[config.mk]
export PLATFORM = sky130hd
export DESIGN_NAME = cmd_fetch_ctrl
export DESIGN_NICKNAME = d
export VERILOG_FILES = /design/src/rtl/cmd_fetch_ctrl.sv
export SDC_FILE = /design/constraint.sdc
export NUM_CORES = 1
export LEC_CHECK = 0
export ABC_CLOCK_PERIOD_IN_PS = 2000
export CORE_ASPECT_RATIO = 1.25
export CORE_MARGIN = 2
export CORE_UTILIZATION = 45
export DETAILED_ROUTE_END_ITERATION = 10
export PLACE_DENSITY = 0.8
export SETUP_SLACK_MARGIN = 0.5
export SYNTH_ARGS = -nofsm -noshare
export SYNTH_HDL_FRONTEND = slang
export SYNTH_SLANG_ARGS = --single-unit
export TNS_END_PERCENT = 5
[constraint.sdc]
create_clock -name clk_i -period 2 [get_ports clk_i]
set_input_delay 0.4 -clock clk_i [delete_from_list [all_inputs] [get_ports clk_i]]
set_output_delay 0.4 -clock clk_i [all_outputs]
set_load 0.1 [all_outputs]
[src/rtl/cmd_fetch_ctrl.sv]
// ---------------------------------------------------------------------------
// cmd_fetch_ctrl
//   Instruction-fetch sequencer for the CPU command memory. It holds the
//   program counter, issues a one-cycle read strobe plus address to the
//   registered command memory, waits for the acknowledge, captures the
//   command word and presents it to the decoder over a valid/ready
//   handshake. It supports start/resume, halting at an instruction
//   boundary, jumping on handoff, PC wrap and an acknowledge timeout.
//
// Ports
//   clk_i          system clock, rising edge
//   rst_i          synchronous active-high reset
//   start_i        begin/resume fetching (level, honoured in IDLE/HALT)
//   halt_req_i     request a stop at the next instruction boundary
//   jmp_en_i       take jmp_adr_i as next PC on the current handoff
//   jmp_adr_i      jump target PC
//   mem_req_o      one-cycle read strobe to the command memory
//   mem_adr_o      read address
//   mem_cmd_i      command word returned by the memory
//   mem_ack_i      memory data valid (one cycle after the strobe)
//   instr_o        captured command word to the decoder
//   instr_valid_o  instr_o valid
//   instr_ready_i  decoder accepts instr_o
//   pc_o           address of the instruction in flight / next to fetch
//   busy_o         high while fetching or holding an instruction
//   err_timeout_o  sticky: memory failed to acknowledge in time
// ---------------------------------------------------------------------------
module cmd_fetch_ctrl #(
    parameter int unsigned ADDR_W   = 4,
    parameter int unsigned CMD_W    = 16,
    parameter int unsigned PROG_LEN = 4,
    parameter int unsigned TIMEOUT  = 8
) (
    input  logic              clk_i,
    input  logic              rst_i,
    input  logic              start_i,
    input  logic              halt_req_i,
    input  logic              jmp_en_i,
    input  logic [ADDR_W-1:0] jmp_adr_i,
    output logic              mem_req_o,
    output logic [ADDR_W-1:0] mem_adr_o,
    input  logic [CMD_W-1:0]  mem_cmd_i,
    input  logic              mem_ack_i,
    output logic [CMD_W-1:0]  instr_o,
    output logic              instr_valid_o,
    input  logic              instr_ready_i,
    output logic [ADDR_W-1:0] pc_o,
    output logic              busy_o,
    output logic              err_timeout_o
);

    localparam int unsigned CNT_W = $clog2(TIMEOUT + 1);

    // One extra bit so a target equal to 2**ADDR_W-1 compares correctly
    localparam logic [ADDR_W:0]   PROG_LEN_X = (ADDR_W + 1)'(PROG_LEN);
    localparam logic [ADDR_W-1:0] PC_LAST    = ADDR_W'(PROG_LEN - 1);
    localparam logic [CNT_W-1:0]  CNT_LIMIT  = CNT_W'(TIMEOUT);

    typedef enum logic [2:0] {
        S_IDLE  = 3'd0,
        S_ISSUE = 3'd1,
        S_WAIT  = 3'd2,
        S_HOLD  = 3'd3,
        S_HALT  = 3'd4
    } state_e;

    state_e              state_q;
    logic [ADDR_W-1:0]   pc_q;
    logic [ADDR_W-1:0]   pc_d;
    logic [CNT_W-1:0]    cnt_q;
    logic [CNT_W-1:0]    cnt_d;
    logic                halt_q;
    logic                mem_req_q;
    logic [ADDR_W-1:0]   mem_adr_q;
    logic [CMD_W-1:0]    instr_q;
    logic                instr_valid_q;
    logic                busy_q;
    logic                err_q;

    // PC to load on a handoff: jump target (out-of-range -> 0) or wrapped increment
    always_comb begin
        pc_d = '0;
        if (jmp_en_i) begin
            if ({1'b0, jmp_adr_i} < PROG_LEN_X) begin
                pc_d = jmp_adr_i;
            end
        end else if (pc_q != PC_LAST) begin
            pc_d = pc_q + ADDR_W'(1);
        end
    end

    // Wait-cycle counter increment
    always_comb begin
        cnt_d = cnt_q + CNT_W'(1);
    end

    // Fetch sequencer; every output is a register updated alongside the state
    always_ff @(posedge clk_i) begin
        if (rst_i) begin
            state_q       <= S_IDLE;
            pc_q          <= '0;
            cnt_q         <= '0;
            halt_q        <= 1'b0;
            mem_req_q     <= 1'b0;
            mem_adr_q     <= '0;
            instr_q       <= '0;
            instr_valid_q <= 1'b0;
            busy_q        <= 1'b0;
            err_q         <= 1'b0;
        end else begin
            // Strobe is a single-cycle pulse unless re-armed below
            mem_req_q <= 1'b0;

            unique case (state_q)
                S_IDLE: begin
                    if (start_i) begin
                        state_q   <= S_ISSUE;
                        mem_req_q <= 1'b1;
                        mem_adr_q <= pc_q;
                        busy_q    <= 1'b1;
                    end
                end

                S_ISSUE: begin
                    state_q <= S_WAIT;
                    cnt_q   <= '0;
                    if (halt_req_i) begin
                        halt_q <= 1'b1;
                    end
                end

                S_WAIT: begin
                    if (halt_req_i) begin
                        halt_q <= 1'b1;
                    end
                    if (mem_ack_i) begin
                        state_q       <= S_HOLD;
                        instr_q       <= mem_cmd_i;
                        instr_valid_q <= 1'b1;
                    end else if (cnt_d == CNT_LIMIT) begin
                        // Memory never answered: park in HALT until reset
                        state_q <= S_HALT;
                        err_q   <= 1'b1;
                        busy_q  <= 1'b0;
                        halt_q  <= 1'b0;
                    end else begin
                        cnt_q <= cnt_d;
                    end
                end

                S_HOLD: begin
                    if (instr_ready_i) begin
                        instr_valid_q <= 1'b0;
                        pc_q          <= pc_d;
                        // A request on the transfer edge itself still counts
                        if (halt_q || halt_req_i) begin
                            state_q <= S_HALT;
                            busy_q  <= 1'b0;
                            halt_q  <= 1'b0;
                        end else begin
                            state_q   <= S_ISSUE;
                            mem_req_q <= 1'b1;
                            mem_adr_q <= pc_d;
                        end
                    end else if (halt_req_i) begin
                        halt_q <= 1'b1;
                    end
                end

                S_HALT: begin
                    if (start_i && !err_q) begin
                        state_q   <= S_ISSUE;
                        mem_req_q <= 1'b1;
                        mem_adr_q <= pc_q;
                        busy_q    <= 1'b1;
                    end
                end

                default: begin
                    state_q <= S_IDLE;
                    busy_q  <= 1'b0;
                end
            endcase
        end
    end

    assign mem_req_o     = mem_req_q;
    assign mem_adr_o     = mem_adr_q;
    assign instr_o       = instr_q;
    assign instr_valid_o = instr_valid_q;
    assign pc_o          = pc_q;
    assign busy_o        = busy_q;
    assign err_timeout_o = err_q;

endmodule

## Word-level counts from Yosys, hierarchy flattened

Index checks and enable logic that the tools add are counted.

- Bits of input ports: 27
- Word-level logic and storage cells: 87
- Register bits after elaboration: 36

- Multiplexer cells: 38
- Add/subtract/negate cells: 2
- Bitwise gates (word level): 2
- Reduce and logical (&&, ||, !) cells: 17
- Eq/ne operators: 17
- Order comparisons: 1

Operators with widths:

| cell | count |
|---|---|
| $mux 4 | 9 |
| $mux 3 | 6 |
| $ne 2x2->1 const B | 9 |
| $mux 1 | 16 |
| $pmux 3 s5 | 1 |
| $pmux 4 s3 | 1 |
| $reduce_and 3->1 | 3 |
| $add 4x1->4 const B | 2 |
| $pmux 4 s2 | 1 |
| $reduce_and 7->1 | 1 |
| $eq 3x2->1 const B | 2 |
| $ne 3x3->1 const B | 2 |
| $pmux 1 s3 | 2 |
| $reduce_and 2->1 | 3 |
| $reduce_bool 3->1 | 2 |
| $pmux 1 s5 | 1 |
| $reduce_and 5->1 | 1 |
| $eq 4x4->1 const B | 1 |
| $lt 4x3->1 const B | 1 |
| $ne 4x2->1 const B | 1 |
| $reduce_and 4->1 | 1 |
| $reduce_bool 2->1 | 2 |
| $eq 3x1->1 const B | 1 |
| $eq 3x3->1 const B | 1 |
| 6 further kinds | 7 |

## Depth between registers and ports, before layout

Gate-level depths: netlist of the first run.

- Depth in word-level cells: 6
- Gate-level depth with buffers: 7
- Gate-level depth less buffers: 5

## Worst setup path before layout of the first run

No wires, ideal clock.

- Kind: register to register
- Start point: register pc_q[0] (netlist: pc_o[0])
- End point: register mem_adr_q[2] (netlist: mem_adr_o[2])
- Data arrival time: 1.995 ns
- Clock period less this slack: 2.081 ns
- Buffers on the path: 0
- Stages on the path, launching flop included: 5
- Setup time: 0.086 ns
- Setup slack: -0.081 ns
- Cell sequence: dfxtp_1 > ha_1 > nor4bb_1 > a221oi_1 > a211oi_1

- Cells in the longest elaborated chain, start to end: 6
- Elaborated cells between the ends (all ways): 7
- Classes of those cells: add/sub: 1; eq/ne: 1; mux: 5

RTL lines:

| what | line | RTL |
|---|---|---|
| start, declared | 68 | `logic [ADDR_W-1:0] pc_q;` |
| start signal, assigned | 154 | `pc_q <= pc_d;` |
| $add 4x1->4 or $ne 4x2->1 (tied branches) | 88, 87 |  |
| $mux 4 (*) | 87 | `end else if (pc_q != PC_LAST) begin` |
| $mux 4 (*) | 83 | `if (jmp_en_i) begin` |
| $mux 4 (*) | 156 | `if (halt_q \|\| halt_req_i) begin` |
| $mux 4 (*) | 152 | `if (instr_ready_i) begin` |
| $pmux 4 s3 (*) | 114 | `unique case (state_q)` |
| end signal, assigned | 119 | `mem_adr_q <= pc_q;` |
| end signal, assigned | 163 | `mem_adr_q <= pc_d;` |
| end signal, assigned | 174 | `mem_adr_q <= pc_q;` |
| end, declared | 74 | `logic [ADDR_W-1:0] mem_adr_q;` |

Every way passes the cells marked *; elsewhere a longest branch is shown, timed or not. The select of a mux whose other input is x is not followed.
A chain may end at the register's enable or synchronous reset.

## Final worst setup path of the first run

- Start point: register state_q[0]
- End point: register state_q[2]

- Cells in the longest elaborated chain, start to end: 3
- Elaborated cells between the ends (all ways): 11
- Classes of those cells: eq/ne: 8; mux: 1; reduce/logical: 2

RTL lines:

| what | line | RTL |
|---|---|---|
| start, declared | 67 | `state_e state_q;` |
| start signal, assigned | 100 | `state_q <= S_IDLE;` |
| start signal, assigned | 117 | `state_q <= S_ISSUE;` |
| start signal, assigned | 125 | `state_q <= S_WAIT;` |
| $eq 3x2->1 (tied with other cells) | 114 |  |
| $ne 3x3->1 (no line) or $ne 2x2->1 (tied branches) | -- |  |
| $reduce_and 4->1 (no line) | -- |  |

Several ways; a longest one is shown, not always the timed one.

==> out/metrics.cfg, run 1 <==
[power_and_ir_drop]
p_int_w=0.00143
seqPwrFrac=0.369
power.switching_w=0.000875
power.total_w=0.00230
power.share.switching=0.380
vdd_drop_max_v=0.000703
power_density_nw_per_um2=907
p_leak_nw=0.968
clkPwrFrac=0.275
p_comb_frac=0.357

[clock_tree]
cts_buffers=5
cts.sinks=36
clk_latency_ns=0.29
clk_pin_slew_ns=0.08
cts_hold_buf=0
clockBufferDepth=2
cts_max_level=2
cts_tree=done
root_buffer=clkbuf_8

[synth]
synth_nets=235
ys.flop_type=dfxtp_1
syn_area_per_cell_um2=8.07
synth-xor-area-share=0.00527
synth_area_leaders=dfxtp_1, nand2_1, a21oi_1
yosys.area_share.simple=0.258
syn-instance-count=206
ys_warn_count=0
synth_top_family_by_area=simple AND/OR/NAND/NOR gates
yosys_register_bits=36
syn_area_um2=1660
synth_enable_flop_cells=0
synth_compound_area_frac=0.241
synthArstFlopShare=0
synth_top_area_share=0.434
ys_types=46
yosysMostFrequentCell=nand2_1
synth_mux_area_frac=0
seq_area_frac_synth=0.434
synth_adder_area_share=0.0151
synthTopCellsByCount=nand2_1, dfxtp_1, a21oi_1, nor2_1
synth_top_area_cell=dfxtp_1

[placement]
gp_congestion=0.863
place_area_um2=2180
dpl.hpwl_mm=2.74
port_buffers=54

[global_route]
grt_pass1_vias=1584
grt_pass1_wl_mm=6.87
gr-total-overflow=0
antenna_found_initial=0
grt_max_degree=39
grt_usage=0.208

[layout]
area_growth_pct=52.8
diodes=0
drive_above_1_share=0.315
stdcell_area_um2=2540
fin_nets=301

[drt]
via_count=1719
post_drt_wl_per_cell_um=14.7
finalWirelength_mm=4.60
drcViolationCount=0
ant_nets=0
routed_via_density=5.51
drt_iter0_drc=70
first_pass_iters=5

[worst_setup_path]
required_ns=2.21
critical_path_class=flip-flop to flip-flop
r2r-start=state_q[0]
crit_path_start_kind=flip-flop
cp-startpoint=state_q[0]
endpoint_kind=flip-flop
worst-endpoint-arrival_ns=1.75
cp_max_fo=13

[sta]
rsz0062_at_grt=true
period_needed_ns=1.54
maxSlewViolCount=0
holdWs_ns=0.452
fmax_mhz=650
hold_viol_final=0
tightest_slew_ns=0.433
finalSetupViolCount=0
slew_headroom=0.711
period_share=0.769
setup_tns_ns=0
fin_skew_ns=0.00780

[die]
io-pin-count=55
coreArea_um2=3510
initial_core_util=0.473
die_h_um=71.9
rows=24
fp.dieArea_um2=4200
fp.dieW_um=58.4

[outcome]
status=completed

[job]
cap_violations=0

[hold_path]
hold_class=flip-flop to flip-flop
min-delay-start=mem_adr_o[1]

-- cells by family after synthesis --
family	Yosys count
simple gates	88
buf+inv	17
xor+xnor	1
flops	36
compound gates	62
fa+ha+maj	2
-- critical path, stage by stage, from the launching register on --
cell and delay [ns]:
dfxtp_2 0.41, or4b_4 0.57, a211oi_4 0.23, o21ai_1 0.11, a21oi_1 0.14
-- path summary, 6_finish.rpt --
kind	end	slack (ns)	cells past startpoint
hold / removal	mem_adr_o[1]	0.45	2
setup / recovery	state_q[2]	0.46	4
setup reg to reg	state_q[2]	0.46	4
hold reg to reg	mem_adr_o[1]	0.45	2
-- flip-flops by register name, indices dropped and copies added, names as in the netlist --
signal         cells
mem_req_o          1
instr_valid_o      1
mem_adr_o          4
err_timeout_o      1
cnt_q              4
pc_o               4
busy_o             1
halt_q             1
state_q            3
instr_o           16
-- metal layers --
metal / wire [µm] / track usage / vias to the layer above
li1: - / - / 864
met1: 1930 / 0.249 / 788
met3: 273 / 0.0553 / 6
met4: 61 / 0.0801 / 0
met2: 2330 / 0.351 / 61
met5: 0 / 0 / -
-- repair_timing --
item / CTS / global route
setup buffers: 1 / 10
pin swaps: 5 / 7
setup endpoints to repair: 30 / 30
gates cloned: 0 / 2
gates resized for setup: 16 / 22
hold endpoints to repair: 0 / 0
-- cell usage in the layout (no fill, tap or decap), types with 2 or more instances in the layout --
cell             count
dlymetal6s2s_1       2
dfxtp_2              4
a22oi_1              2
nand3_1              6
or2_2                2
nand2_1             37
o21ai_0              5
a21oi_1             26
clkbuf_8             5
inv_1                4
dfxtp_4              6
nor2_1              18
dfxtp_1             26
a311oi_1             2
a211oi_1             5
nand2b_1             3
buf_4               41
clkdlybuf4s50_1     23
nand3b_1             4
o21a_1               2
buf_6                2
nand2_2              2
a31oi_1              4
-- cell type report --
| cell class | count | area (µm²) |
|---|---|---|
| inverters | 4 | 15.0 |
| multi-input cells | 154 | 997 |
| clock buffers | 5 | 68.8 |
| well taps | 39 | 48.8 |
| repair buffers | 71 | 619 |
| flip-flops and latches | 36 | 748 |
| clock inverters | 3 | 41.3 |
| fillers | 289 | 975 |
-- power by group through the flow --
| stage | sequential (W) | combinational (W) | clock (W) |
|---|---|---|---|
| 3_3_place_gp | 0.000846 | 0.000698 | 0 |
| 6_report | 0.000849 | 0.000821 | 0.000632 |
| 4_1_cts | 0.000836 | 0.000728 | 0.000649 |
| 2_1_floorplan | 0.00112 | 0.000260 | 0 |
| 3_5_place_dp | 0.000846 | 0.000702 | 0 |
| 5_1_grt | 0.000855 | 0.000868 | 0.000685 |
-- metrics by stage --
step                worst slack [ns]  utilization  std cells
detailed placement            0.0408        0.621        291
global route                   0.381        0.723        312
CTS                            0.454        0.667        300
floorplan                      0.488            -        206
finish                         0.461        0.723        312
global placement              0.0928        0.621        291
(Power assumes the default switching activity.)
==> run 2: changes to the inputs <==
--- a/config.mk
+++ b/config.mk
@@ -5,7 +5,7 @@
 export SDC_FILE = /design/constraint.sdc
 export NUM_CORES = 1
 export LEC_CHECK = 0
-export ABC_CLOCK_PERIOD_IN_PS = 2000
+export ABC_CLOCK_PERIOD_IN_PS = 1600
 export CORE_ASPECT_RATIO = 1.25
 export CORE_MARGIN = 2
 export CORE_UTILIZATION = 45
==> constraint.sdc (replaced) <==
create_clock -name clk_i -period 1.6 [get_ports clk_i]
set_input_delay 0.32 -clock clk_i [delete_from_list [all_inputs] [get_ports clk_i]]
set_output_delay 0.32 -clock clk_i [all_outputs]
set_load 0.1 [all_outputs]
==> out/metrics.cfg, run 2 (synthesis gave the netlist of run 1 again) <==
[outcome]
status=completed  ; unchanged

[worst_setup_path]
crit_path_start_kind=flip-flop  ; unchanged
cp.buffers_inverters=2  ; was 0
worst-endpoint-arrival_ns=1.71  ; was 1.75 ns
slowest_delay_ns=0.44  ; was 0.57 ns
slowest_stage=a2111oi_2  ; was or4b_4
timing.critical_path.cells=buf_6, buf_4, a21oi_1, a311oi_1, a2111oi_2, o22ai_1  ; was or4b_4, a211oi_4, o21ai_1, a21oi_1
required_ns=1.76  ; was 2.21 ns
endpoint_kind=flip-flop  ; unchanged
critical_path_class=flip-flop to flip-flop  ; unchanged
cp_top_family=compound AO/OA/AOI/OAI gates  ; was simple AND/OR/NAND/NOR gates
cp_max_fo=8  ; was 13

[die]
die_h_um=71.9  ; unchanged
io-pin-count=55  ; unchanged
initial_core_util=0.473  ; unchanged
coreArea_um2=3510  ; unchanged
fp.dieArea_um2=4200  ; unchanged
rows=24  ; unchanged
fp.dieW_um=58.4  ; unchanged

[sta]
tightest_slew_ns=0.389  ; was 0.433 ns
maxSlewViolCount=0  ; unchanged
rsz0062_at_grt=true  ; unchanged
slew_headroom=0.740  ; was 0.711
finalSetupViolCount=0  ; unchanged
holdWs_ns=0.497  ; was 0.452 ns
period_needed_ns=1.56  ; was 1.54 ns
setup_tns_ns=0  ; unchanged
period_share=0.973  ; was 0.769
fmax_mhz=642  ; was 650 MHz
fin_skew_ns=0.00693  ; was 0.00780 ns
hold_viol_final=0  ; unchanged

[drt]
finalWirelength_mm=6.04  ; was 4.60 mm
first_pass_iters=5  ; unchanged
post_drt_wl_per_cell_um=18.6  ; was 14.7 µm
ant_nets=0  ; unchanged
drcViolationCount=0  ; unchanged
routed_via_density=5.92  ; was 5.51
drt_iter0_drc=76  ; was 70
via_count=1923  ; was 1719

[layout]
largest_register_ffs=16  ; unchanged
drive_above_1_share=0.353  ; was 0.315
area_growth_pct=81.4  ; was 52.8%
diodes=0  ; unchanged
final_cell_mix=nand2_1, buf_12  ; was buf_4, nand2_1, a21oi_1, dfxtp_1, clkdlybuf4s50_1
mostFrequentLayoutCell=nand2_1  ; was buf_4
stdcell_area_um2=3010  ; was 2540 µm²
nFillCells=176  ; was 289
fin_util=0.858  ; was 0.723
fin_nets=314  ; was 301

[global_route]
gr-total-overflow=0  ; unchanged
grt_pass1_vias=1763  ; was 1584
grt_usage=0.263  ; was 0.208
grt_pass1_wl_mm=8.30  ; was 6.87 mm
grt_max_degree=26  ; was 39
antenna_found_initial=0  ; unchanged

[placement]
gp_congestion=0.872  ; was 0.863
dpl.hpwl_mm=3.54  ; was 2.74 mm
place_area_um2=2690  ; was 2180 µm²
port_buffers=54  ; unchanged

[power_and_ir_drop]
power.total_w=0.00306  ; was 0.00230 W
p_leak_nw=1.11  ; was 0.968 nW
power_density_nw_per_um2=1020  ; was 907 nW/µm²
vdd_drop_max_v=0.000928  ; was 0.000703 V

[clock_tree]
cts_tree=done  ; unchanged
root_buffer=clkbuf_8  ; unchanged
cts_buffers=5  ; unchanged
cts.sinks=36  ; unchanged
clockBufferDepth=2  ; unchanged
cts_max_level=2  ; unchanged
clk_pin_slew_ns=0.07  ; was 0.08 ns
cts_hold_buf=0  ; unchanged
clk_latency_ns=0.30  ; was 0.29 ns

[job]
cap_violations=0  ; unchanged

[hold_path]
hold_class=flip-flop to flip-flop  ; unchanged

[run 2: changes by cell type in the layout (fill, tap and decap cells not counted), moves of 2 or more]
cell / delta
dfxtp_2: -2
clkdlybuf4s50_1: +2
dfxtp_4: +3
clkbuf_16: +3
buf_4: -16
nor2_1: -2
nand2_2: -2
dlymetal6s2s_1: -2
nor2_4: +2
buf_12: +28
[run 2: layer usage]
layer  GRT usage  up-vias  routed length [µm]
met1       0.306      910                2240
met4       0.101        0                 192
li1            -      890                   -
met2       0.457       96                3260
met5           0        -                   0
met3      0.0677       27                 357
[run 2: layout make-up]
type / count / area (µm²) / area share
multi-input cells: 153 / 986 / 0.327
repair buffers: 85 / 1100 / 0.367
clock buffers: 7 / 97.6 / 0.0324
clock inverters: 1 / 5.00 / 0.00166
well taps: 39 / 48.8 / 0.0162
flip-flops and latches: 36 / 757 / 0.251
inverters: 4 / 15.0 / 0.00498
[run 2: worst register-to-register path: cells and delay by family (launching register included)]
family | cells | cell delay [ns]
compound gates | 4 | 0.78
flops | 1 | 0.38
buf+inv | 2 | 0.27
[run 2: power breakdown]
part | total [W] | leakage (nW) | internal [W] | switching (W)
clock | 0.000737 | 0.0534 | 0.000399 | 0.000337
combinational | 0.00125 | 0.754 | 0.000530 | 0.000725
sequential | 0.00107 | 0.300 | 0.000968 | 0.000103
[run 2: through the flow]
step / std cells / setup slack (ns)
2_1_floorplan: 206 / 0.201
6_report: 325 / 0.0431
5_1_grt: 325 / 0.0242
4_1_cts: 318 / 0.118
3_5_place_dp: 304 / -0.253
3_3_place_gp: 304 / -0.214
[run 2: worst paths after layout]
check	start	endpoint	slack, ns	cells past startpoint
setup / recovery	state_q[0]	busy_o	0.04	6
hold / removal	instr_o[1]	instr_o[1]	0.50	2
setup reg to reg	state_q[0]	busy_o	0.04	6
hold reg to reg	instr_o[1]	instr_o[1]	0.50	2
[run 2: what timing repair did]
action                     4_1_cts  5_1_grt
buffers inserted                 6        5
setup endpoints to repair       64       64
pin swaps                        9        6
resized for setup               15       16
gates cloned                     0        2
